**config.mk**
```make
export PLATFORM = sky130hd
export DESIGN_NAME = cw_trig_capture
export DESIGN_NICKNAME = d
export VERILOG_FILES = /design/src/rtl/cw_trig_capture.sv
export SDC_FILE = /design/constraint.sdc
export NUM_CORES = 1
export LEC_CHECK = 0
export ABC_AREA = 1
export BUFFER_PORTS_ARGS = -buffer_cell sky130_fd_sc_hd__buf_4
export CAP_MARGIN = 40
export CORE_AREA = 2 2 117 119
export DETAILED_ROUTE_END_ITERATION = 12
export DIE_AREA = 0 0 119 121
export GPL_TIMING_DRIVEN = 0
export PLACE_DENSITY = 0.71
export SLEW_MARGIN = 30
export SYNTH_ARGS = -nofsm -noshare
export SYNTH_HDL_FRONTEND = slang
export SYNTH_SLANG_ARGS = --single-unit
```
**constraint.sdc**
```tcl
create_clock -name trig_clk -period 2.9 [get_ports trig_clk]
set_input_delay 0.29 -clock trig_clk [delete_from_list [all_inputs] [get_ports trig_clk]]
set_output_delay 0.29 -clock trig_clk [all_outputs]
set_load 0.05 [all_outputs]
```
**src/rtl/cw_trig_capture.sv**
```systemverilog
// Capture/trigger engine for the on-chip watcher: per-bus masked trigger modes,
// pre-trigger window, post-trigger length and circular trace-RAM addressing.
module cw_trig_capture #(
    parameter int BUS_NUM    = 2,
    parameter int BUS_WIDTH  = 16,
    parameter int ADDR_WIDTH = 10
) (
    input  logic                         trig_clk,
    input  logic                         trig_rst,
    input  logic [BUS_NUM*BUS_WIDTH-1:0] bus_din,
    input  logic                         sample_en,
    input  logic [BUS_NUM*BUS_WIDTH-1:0] cfg_value,
    input  logic [BUS_NUM*BUS_WIDTH-1:0] cfg_mask,
    input  logic [2*BUS_NUM-1:0]         cfg_mode,
    input  logic                         cfg_or,
    input  logic [ADDR_WIDTH-1:0]        cfg_pre_len,
    input  logic [ADDR_WIDTH-1:0]        cfg_post_len,
    input  logic                         arm,
    input  logic                         abort,
    output logic                         wt_ce,
    output logic                         wt_en,
    output logic [ADDR_WIDTH-1:0]        wt_addr,
    output logic [BUS_NUM*BUS_WIDTH-1:0] wt_data,
    output logic                         busy,
    output logic                         triggered,
    output logic                         done,
    output logic [ADDR_WIDTH-1:0]        trig_addr
);

    typedef enum logic [1:0] {S_IDLE, S_ARMED, S_POST, S_DONE} state_t;

    state_t                         state;
    logic [ADDR_WIDTH-1:0]          wptr;
    logic [ADDR_WIDTH-1:0]          pre_cnt;
    logic [ADDR_WIDTH-1:0]          post_cnt;
    logic [BUS_NUM*BUS_WIDTH-1:0]   prev;
    logic                           prev_valid;
    logic                           fin;
    logic [BUS_NUM-1:0]             hit;
    logic [BUS_NUM-1:0]             bus_on;
    logic                           cond;

    for (genvar g = 0; g < BUS_NUM; g++) begin : g_bus
        logic [BUS_WIDTH-1:0] d, p, m, v;
        logic [1:0]           mode;
        assign d    = bus_din[g*BUS_WIDTH +: BUS_WIDTH];
        assign p    = prev[g*BUS_WIDTH +: BUS_WIDTH];
        assign m    = cfg_mask[g*BUS_WIDTH +: BUS_WIDTH];
        assign v    = cfg_value[g*BUS_WIDTH +: BUS_WIDTH];
        assign mode = cfg_mode[2*g +: 2];
        assign bus_on[g] = |mode;
        assign hit[g] = (mode == 2'b01) ? ((d & m) == (v & m)) :
                        (mode == 2'b10) ? (prev_valid && |(~p & d & m)) :
                        (mode == 2'b11) ? (prev_valid && |((p ^ d) & m)) : 1'b1;
    end

    always_comb begin
        cond = 1'b1;
        if (|bus_on)
            cond = cfg_or ? |(hit & bus_on) : &(hit | ~bus_on);
    end

    assign wt_ce = (state == S_ARMED) || (state == S_POST);
    assign busy  = wt_ce;

    // The final write is held one cycle in ARMED/POST (fin) so wt_ce still
    // covers it; DONE follows on the next edge.
    always_ff @(posedge trig_clk) begin
        if (trig_rst) begin
            state      <= S_IDLE;
            wptr       <= '0;
            pre_cnt    <= '0;
            post_cnt   <= '0;
            prev       <= '0;
            prev_valid <= 1'b0;
            fin        <= 1'b0;
            wt_en      <= 1'b0;
            wt_addr    <= '0;
            wt_data    <= '0;
            triggered  <= 1'b0;
            done       <= 1'b0;
            trig_addr  <= '0;
        end else begin
            wt_en <= 1'b0;
            case (state)
                S_IDLE, S_DONE: begin
                    if (arm && !abort) begin
                        state      <= S_ARMED;
                        triggered  <= 1'b0;
                        done       <= 1'b0;
                        wptr       <= '0;
                        pre_cnt    <= '0;
                        prev_valid <= 1'b0;
                        fin        <= 1'b0;
                    end
                end
                default: begin
                    if (abort) begin
                        state <= S_IDLE;
                        fin   <= 1'b0;
                    end else if (fin) begin
                        state <= S_DONE;
                        done  <= 1'b1;
                        fin   <= 1'b0;
                    end else if (sample_en) begin
                        wt_en      <= 1'b1;
                        wt_addr    <= wptr;
                        wt_data    <= bus_din;
                        wptr       <= wptr + ADDR_WIDTH'(1);
                        prev       <= bus_din;
                        prev_valid <= 1'b1;
                        if (pre_cnt != '1)
                            pre_cnt <= pre_cnt + ADDR_WIDTH'(1);
                        if (state == S_ARMED) begin
                            if (cond && (pre_cnt >= cfg_pre_len)) begin
                                state     <= S_POST;
                                trig_addr <= wptr;
                                triggered <= 1'b1;
                                post_cnt  <= cfg_post_len;
                                fin       <= (cfg_post_len == '0);
                            end
                        end else begin
                            post_cnt <= post_cnt - ADDR_WIDTH'(1);
                            if (post_cnt == ADDR_WIDTH'(1))
                                fin <= 1'b1;
                        end
                    end
                end
            endcase
        end
    end

endmodule

```
-- Yosys cells after proc, flatten, opt, wreduce, memory -nomap -nowiden
Cells that the tools add are included.
- add/subtract/negate cells: 3
- magnitude comparators: 1
- eq/ne operators: 17
- muxes and demuxes: 49
- bitwise operators: 20
- reductions and logical operators: 37
- operator list (kind ; count):
    $and 16x16->16 ; 10
    $mux 10 ; 12
    $reduce_or 16->1 ; 4
    $eq 16x16->1 ; 2
    $not 16->16 ; 2
    $xor 16x16->16 ; 2
    $mux 1 ; 30
    $add 10x1->10 const B ; 2
    $mux 2 ; 7
    $eq 2x2->1 const B ; 6
    $reduce_and 4->1 ; 3
    $reduce_and 6->1 ; 2
    $reduce_bool 4->1 ; 3
    $eq 10x1->1 const B ; 1
    $ge 10x10->1 ; 1
    $logic_not 10->1 ; 1
    $ne 10x10->1 const B ; 1
    $reduce_and 5->1 ; 2
    $reduce_bool 2->1 ; 5
    $sub 10x1->10 const B ; 1
    $reduce_or 2->1 ; 4
    $eq 2x1->1 const B ; 3
    $logic_and 1x1->1 ; 6
    $ne 2x1->1 const B ; 3
    other kinds (12) ; 14
- register bits: 89
- output and inout bits: 57

-- Longest topological paths before layout
Gate-level depths: netlist of the first run.
- depth in word-level cells: 18
- depth in mapped cells: 21

-- Worst setup path before layout of the first run
Ideal clock, no wire load.
- kind: register to register
- start: register state[0]
- end: register wptr[9]
- library setup time: 116 ps
- arrival time: 2209 ps
- setup slack: 575 ps
- cell stages (with the launch flop): 13
- buffers on the path: 1
- path through: dfxtp_1 inv_1 ha_1 inv_2 nor2_2 buf_6 inv_4 nor4_4 nand2_2 nor2_2 nand2_1 o211ai_1 inv_1
- cells in the longest elaborated chain, start to end: 4
- RTL lines (item ; RTL line ; RTL):
    start: declaration ; 32 ; state_t state;
    start signal: assignment ; 70 ; state <= S_IDLE;
    start signal: assignment ; 88 ; state <= S_ARMED;
    start signal: assignment ; 99 ; state <= S_IDLE;
    $eq 2x2->1 or $logic_not 2->1 (tied branches) ; 85 ; case (state)
    $reduce_or 2->1 (*) ; 85 ;
    $ne 2x2->1 (no source line) (tied with other cells) ; n/a ;
    $reduce_and 4->1 (no source line) ; n/a ;
    end signal: assignment ; 109 ; wptr <= wptr + ADDR_WIDTH'(1);
    end: declaration ; 33 ; logic [ADDR_WIDTH-1:0] wptr;
Mark *: on every way between the ends. The rest lies on a longest branch, timed or not.
A chain may end at the register's enable or synchronous reset.

-- Worst setup path in the final report of the first run
- start: register state[0]
- end: register prev[3]
- cells in the longest elaborated chain, start to end: 4
- RTL lines (item ; RTL line ; RTL):
    $eq 2x2->1 or $logic_not 2->1 (tied branches) ; 85 ;
    $reduce_or 2->1 (*) ; 85 ;
    $not 1->1 (no source line) (*) ; n/a ;
    $reduce_and 4->1 (no source line) (*) ; n/a ;
    end signal: assignment ; 110 ; prev <= bus_din;
    end: declaration ; 36 ; logic [BUS_NUM*BUS_WIDTH-1:0] prev;
Marks and branches as above.

==> qor.txt, run 1 <==
Status = completed
Die Wd = 119 µm
Placer Congestion = 0.890
Sequential element share of the synthesized area = 30.6%
Count of buffers from port buffering = 181
Post-route setup TNS = 0 ps
Final period demand of the worst path = 2540 ps
Clock network power share = 22.8%
Crit-path max FO = 10
Post-synthesis simple-gate area fraction = 29.5%
Final worst path period share = 87.5%
Distinct cell type count after synthesis = 48
Ys flop type = dfxtp_1
Via Count = 6,150
Post-CTS setup buffer count = 0
Total of max-cap violations = 0
Setup WS pre-CTS = 362 ps
Final Power = 4800 µW
Worst Path Arrival = 2750 ps
Clock slew at reported path FFs = 70 ps
Compound-Gate Fraction of Synth Area = 16.4%
Critical Path Source Type = flip-flop
Combinational Power Share = 46.1%
Post-placement cell area = 7390 µm²
Commonest cells post-synth = nand2_1 (212), inv_1 (149), nor2_1 (122)
Worst slew pin tran = 610 ps
R2R setup slack = 360 ps
Ant diodes = 0
Slew headroom = 59.4%
Layout Nets = 1,270
Die Y = 121 µm
Worst setup path category = flip-flop to flip-flop
Root buf cell = clkbuf_16
Synth warnings = 0
Worst-skew pair later-pin latency = 340 ps
Critical Path End Type = flip-flop
Top post-synthesis cells by area = dfxtp_1 (31%), nand2_1 (14%), ha_1 (11%)
WL final = 16,300 µm
CTS HTree Levels = 3
Mapped Nets = 1,078
Share of layout cells above drive strength 1 = 20.6%
Max stage delay on crit path = 490 ps
LEAKAGE = 0.00385 µW
Fin Clk Skew = 5.18 ps
Largest net degree at the start of global routing = 16
Finished Cell Area = 7660 µm²
RSZ-0062 raised after global routing = false
Pint = 2740 µW
Starting DRT DRC Count = 385
Top-count cell post-synth = nand2_1
Synth Cell Area = 5820 µm²
Crit path max-delay family = buffers and inverters
Post-CTS Hold Buffers = 0
Slew Viols, Final = 0
Final Hold Vio Count = 0
Flops & latches, synth = 89
Sw Share = 43.0%
Setup-failing EPs final = 0
Sinks on Clock Net = 89
Vias/cell = 4.82
Largest family of logic cells by synthesized area = simple AND/OR/NAND/NOR gates
Global-route wire length before repair = 27,200 µm
Overall global routing resource usage = 23.4%
Vias in the first global route = 5,717
Sw Pwr = 2060 µW
IO Count = 183
Number of gates resized after CTS = 0
Post-route ant nets = 0
Sequential share of power = 31.1%
Mapped Cells = 902
Fillers = 1,312
Average wire per standard cell = 12.8 µm
Number of remaining DRC errors = 0
Critical Path RT = 3110 ps
Maximum clock rate = 0.394 GHz
Final setup margin = 362 ps
VDD IR max = 0.322 mV
Synth-to-Final Area Change = 31.8%
Grt ovf = 0
Drt first pass iters = 6
Adder-cell share of the synthesized area = 10.8%
Slowest-stage cell, CP = clkbuf_1
Leading area contributor after synthesis = dfxtp_1
CTS max path bufs = 2
Die ar. = 14,400 µm²
CTS tree = done
Total CTS buffers = 9
Critical path, cell by cell = inv_1 > ha_1 > inv_2 > nor2_2 > buf_6 > inv_4 > clkbuf_1 > clkbuf_1 > a21oi_1
PD cells = 626 nW/µm²
Rows = 42
Worst Hold Class = input port to flip-flop
Number of flops mapped to enable cells by yosys = 0
Share of the synthesized area in the top cell type = 30.6%
Post-synthesis mux area share = 0.172%
Mean Syn Cell Area = 6.45 µm²
Initial antenna violation count = 0
Sum of buffers and inverters on the critical path = 6
Dpl cells = 1,259
FFs w/ async S/R, synth = 0%
XOR/XNOR Fraction of Synth Area = 0.602%
Dpl hpwl = 13,100 µm
Core area = 13,100 µm²
Most common cell on crit path = clkbuf_1
Starting Density = 44.4%
Non-Filler Instances = 1,275
-- final timing paths --
path                     start            to  cells after the start
setup / recovery      state[0]       prev[3]                      9
setup reg to reg      state[0]       prev[3]                      9
hold reg to reg   trig_addr[8]  trig_addr[8]                      2
hold / removal      bus_din[7]       prev[7]                      3
-- registers in the layout, summed over array words and instances, names as in the netlist --
register / cells
trig_addr: 10
wptr: 10
wt_en: 1
post_cnt: 10
prev_valid: 1
fin: 1
pre_cnt: 10
prev: 32
triggered: 1
done: 1
wt_addr: 10
state: 2
-- power by group through the flow --
stage                     clock network [µW]  logic (µW)  registers (µW)
final                                   1090        2210            1490
after global placement                     0        2190            1520
after global routing                    1170        2470            1510
after CTS                               1110        2220            1490
after floorplan                            0        1180            1880
after detailed placement                   0        2210            1520
-- per-layer routing --
layer,global-route usage [%],vias up,part of all wire [%],routed length (µm)
met5,0,-,0,0
met4,9.52,0,2.5,414
met3,3.43,28,4.7,763
met2,38.1,163,46,7450
met1,31.3,2699,47,7680
li1,-,3260,-,-
-- final cells by class --
| class | count | area [µm²] | share of cell area, % |
|---|---|---|---|
| buffer | 24 | 111 | 1.45 |
| timing repair buffer | 181 | 1360 | 17.7 |
| tap | 176 | 220 | 2.87 |
| multi-input combinational | 635 | 3340 | 43.6 |
| inverter | 154 | 582 | 7.59 |
| sequential | 89 | 1780 | 23.2 |
| clock inverter | 6 | 41.3 | 0.539 |
| clock buffer | 10 | 229 | 2.99 |
-- logic make-up after synthesis --
logic type	after synthesis
simple gates	406
xor+xnor	4
fa+ha+maj	50
buf+inv	178
compound gates	174
mux	1
flops	89
-- per-stage QoR --
stage               hold slack (ps)  util (%)
CTS                             215      58.6
finish                          228      58.6
global route                    239      58.6
detailed placement              438      56.5
floorplan                       438         -
global placement                435      56.5
-- cell usage in the layout (no fill, tap or decap), types with 3 or more instances in the layout --
cell,count
buf_4,182
ha_1,50
clkinv_2,4
a211oi_1,7
clkbuf_16,9
a221oi_1,3
nand4_1,6
nor2_2,6
nor2_1,122
nand2_2,3
clkbuf_1,20
nor4_1,3
inv_1,149
o21a_1,3
nand2_1,212
nand3b_1,3
o21ai_0,72
dfxtp_1,89
nand3_1,28
nor3_1,11
a21oi_1,73
-- worst min-delay path, cell delays in order --
cell,delay (ps)
buf_4,100
inv_1,50
a21oi_1,100
Note: power is estimated with default switching activity, not from simulation.
==> run 2, diff against run 1 <==
- PLACE_DENSITY: 0.71 -> 0.74
==> run 2 against run 1 <==
Against the previous run:
- die area did not move
- core utilization rose by 0.44 points
- sequential power barely moved
- highest routed layer unchanged
==> qor.txt, run 2 (same netlist as run 1, synthesis figures left out) <==
Status = completed
Post-CTS setup buffer count = 0 (unchanged)
Fin Clk Skew = 8.10 ps (+2.92 ps)
Most frequent cells in the layout = nand2_1 (212), buf_4 (182), inv_1 (149), nor2_1 (122), dfxtp_1 (89)
Slew headroom = 55.6% (-3.7 points)
CTS tree = done
Largest Register = prev
Root buf cell = clkbuf_16
Die ar. = 14,400 µm² (unchanged)
Worst Hold Class = input port to flip-flop
Die Wd = 119 µm (unchanged)
CTS HTree Levels = 3 (unchanged)
Grt ovf = 0 (unchanged)
Average wire per standard cell = 12.9 µm (+0.81%)
Worst setup path category = flip-flop to flip-flop
Post-route ant nets = 0 (unchanged)
Number of gates resized after CTS = 0 (unchanged)
Setup-failing EPs final = 0 (unchanged)
Largest register FFs = 32 (unchanged)
IO Count = 183 (unchanged)
PD cells = 650 nW/µm² (+3.8%)
Worst slew pin tran = 666 ps (+56.1 ps)
Crit-path max FO = 10 (unchanged)
Crit path max-delay family = buffers and inverters
Number of remaining DRC errors = 0 (unchanged)
RSZ-0062 raised after global routing = false
Final period demand of the worst path = 2560 ps (+24.6 ps)
Layout Nets = 1,270 (unchanged)
Slew Viols, Final = 0 (unchanged)
Final worst path period share = 88.4% (+0.85 points)
Core area = 13,100 µm² (unchanged)
Critical Path End Type = flip-flop
Vias/cell = 4.86 (+0.80%)
Final Hold Vio Count = 0 (unchanged)
Worst-skew pair later-pin latency = 340 ps (about the same)
Core Util, Final = 59.0% (+0.44 points)
Slowest-stage cell, CP = clkbuf_1
Initial antenna violation count = 0 (unchanged)
Critical Path RT = 3100 ps (about the same)
VDD IR max = 0.346 mV (+7.4%)
Critical Path Source Type = flip-flop
Placer Congestion = 0.869 (-2.3%)
CTS max path bufs = 2 (unchanged)
Total of max-cap violations = 0 (unchanged)
Overall global routing resource usage = 22.9% (-0.55 points)
Starting DRT DRC Count = 419 (+8.8%)
Post-route setup TNS = 0 ps (unchanged)
LEAKAGE = 0.00387 µW (+0.51%)
WL final = 16,400 µm (+0.81%)
Commonest non-fill, non-tap cell in the layout = nand2_1
Worst Path Arrival = 2770 ps (+20 ps)
Drt first pass iters = 5 (-1)
Critical path, cell by cell = inv_1 > ha_1 > inv_2 > nor2_2 > buf_6 > inv_4 > clkbuf_1 > clkbuf_1 > a21oi_1
Maximum clock rate = 0.390 GHz (-0.96%)
Global-route wire length before repair = 26,600 µm (-2.0%)
Sum of buffers and inverters on the critical path = 6 (unchanged)
Via Count = 6,199 (+0.80%)
Ant diodes = 0 (unchanged)
Largest net degree at the start of global routing = 16 (unchanged)
Sinks on Clock Net = 89 (unchanged)
Count of buffers from port buffering = 181 (unchanged)
Rows = 42 (unchanged)
Final Power = 5020 µW (+4.5%)
Dpl hpwl = 12,900 µm (-1.4%)
Max stage delay on crit path = 510 ps (+20 ps)
Share of layout cells above drive strength 1 = 20.6% (unchanged)
Synth-to-Final Area Change = 32.8%
Clock slew at reported path FFs = 70 ps (about the same)
Starting Density = 44.4% (unchanged)
Die Y = 121 µm (unchanged)
Vias in the first global route = 5,650 (-1.2%)
Total CTS buffers = 9 (unchanged)
Post-CTS Hold Buffers = 0 (unchanged)
Most common cell on crit path = clkbuf_1
[run 2: changes by cell type in the layout (fill, tap and decap cells not counted), sizes merged]
cell | previous run | this run
clkinvlp | 0 | 1
bufinv | 0 | 2
clkinv | 6 | 2
clkbuf | 29 | 30
[run 2: worst reg2reg max path: stages, from the launching register on]
cell and delay, ps:
dfxtp_1 360, inv_1 90, ha_1 430, inv_2 130
nor2_2 60, buf_6 140, inv_4 130, clkbuf_1 420
clkbuf_1 510, a21oi_1 160
[run 2: area by class of cell]
| class | count | area (µm²) |
|---|---|---|
| Timing Repair Buffer | 181 | 1360 |
| Multi-Input combinational cell | 635 | 3340 |
| Clock buffer | 11 | 243 |
| Sequential cell | 89 | 1780 |
| Buffer | 24 | 111 |
| Fill cell | 1298 | 5360 |
| Tap cell | 176 | 220 |
| Clock inverter | 5 | 85.1 |
| Inverter | 154 | 582 |
[run 2: routing by layer]
metal / vias to the layer above / share of wire (%) / global-route usage [%] / wire (µm)
met5: - / 0 / 0 / 0
met4: 0 / 1.9 / 8.26 / 312
met3: 19 / 5.1 / 3.05 / 833
met2: 170 / 46 / 38.5 / 7580
met1: 2752 / 47 / 30.1 / 7720
li1: 3258 / - / - / -
[run 2: worst paths after layout]
path                startpoint      endpoint  slack, ps  cells after the start
setup / recovery      state[0]       prev[2]        340                      9
hold / removal      bus_din[7]       prev[7]        230                      3
setup reg to reg      state[0]       prev[2]        340                      9
hold reg to reg   trig_addr[3]  trig_addr[3]        450                      2
[run 2: power breakdown]
part	total, µW	internal (µW)	switching (µW)
Combinational	2230	765	1460
Sequential	1500	1390	109
Clock	1300	786	510
Total	5020	2940	2080
[run 2: metrics by stage]
| step | hold slack, ps | instance area (µm²) | setup slack (ps) | instances |
|---|---|---|---|---|
| 2_1_floorplan | 438 | 5820 | 575 | 902 |
| 4_1_cts | 215 | 7720 | 361 | 1275 |
| 5_1_grt | 244 | 7720 | 146 | 1275 |
| 3_3_place_gp | 436 | 7390 | 398 | 1259 |
| 3_5_place_dp | 439 | 7390 | 361 | 1259 |
| 6_report | 226 | 7720 | 337 | 1275 |
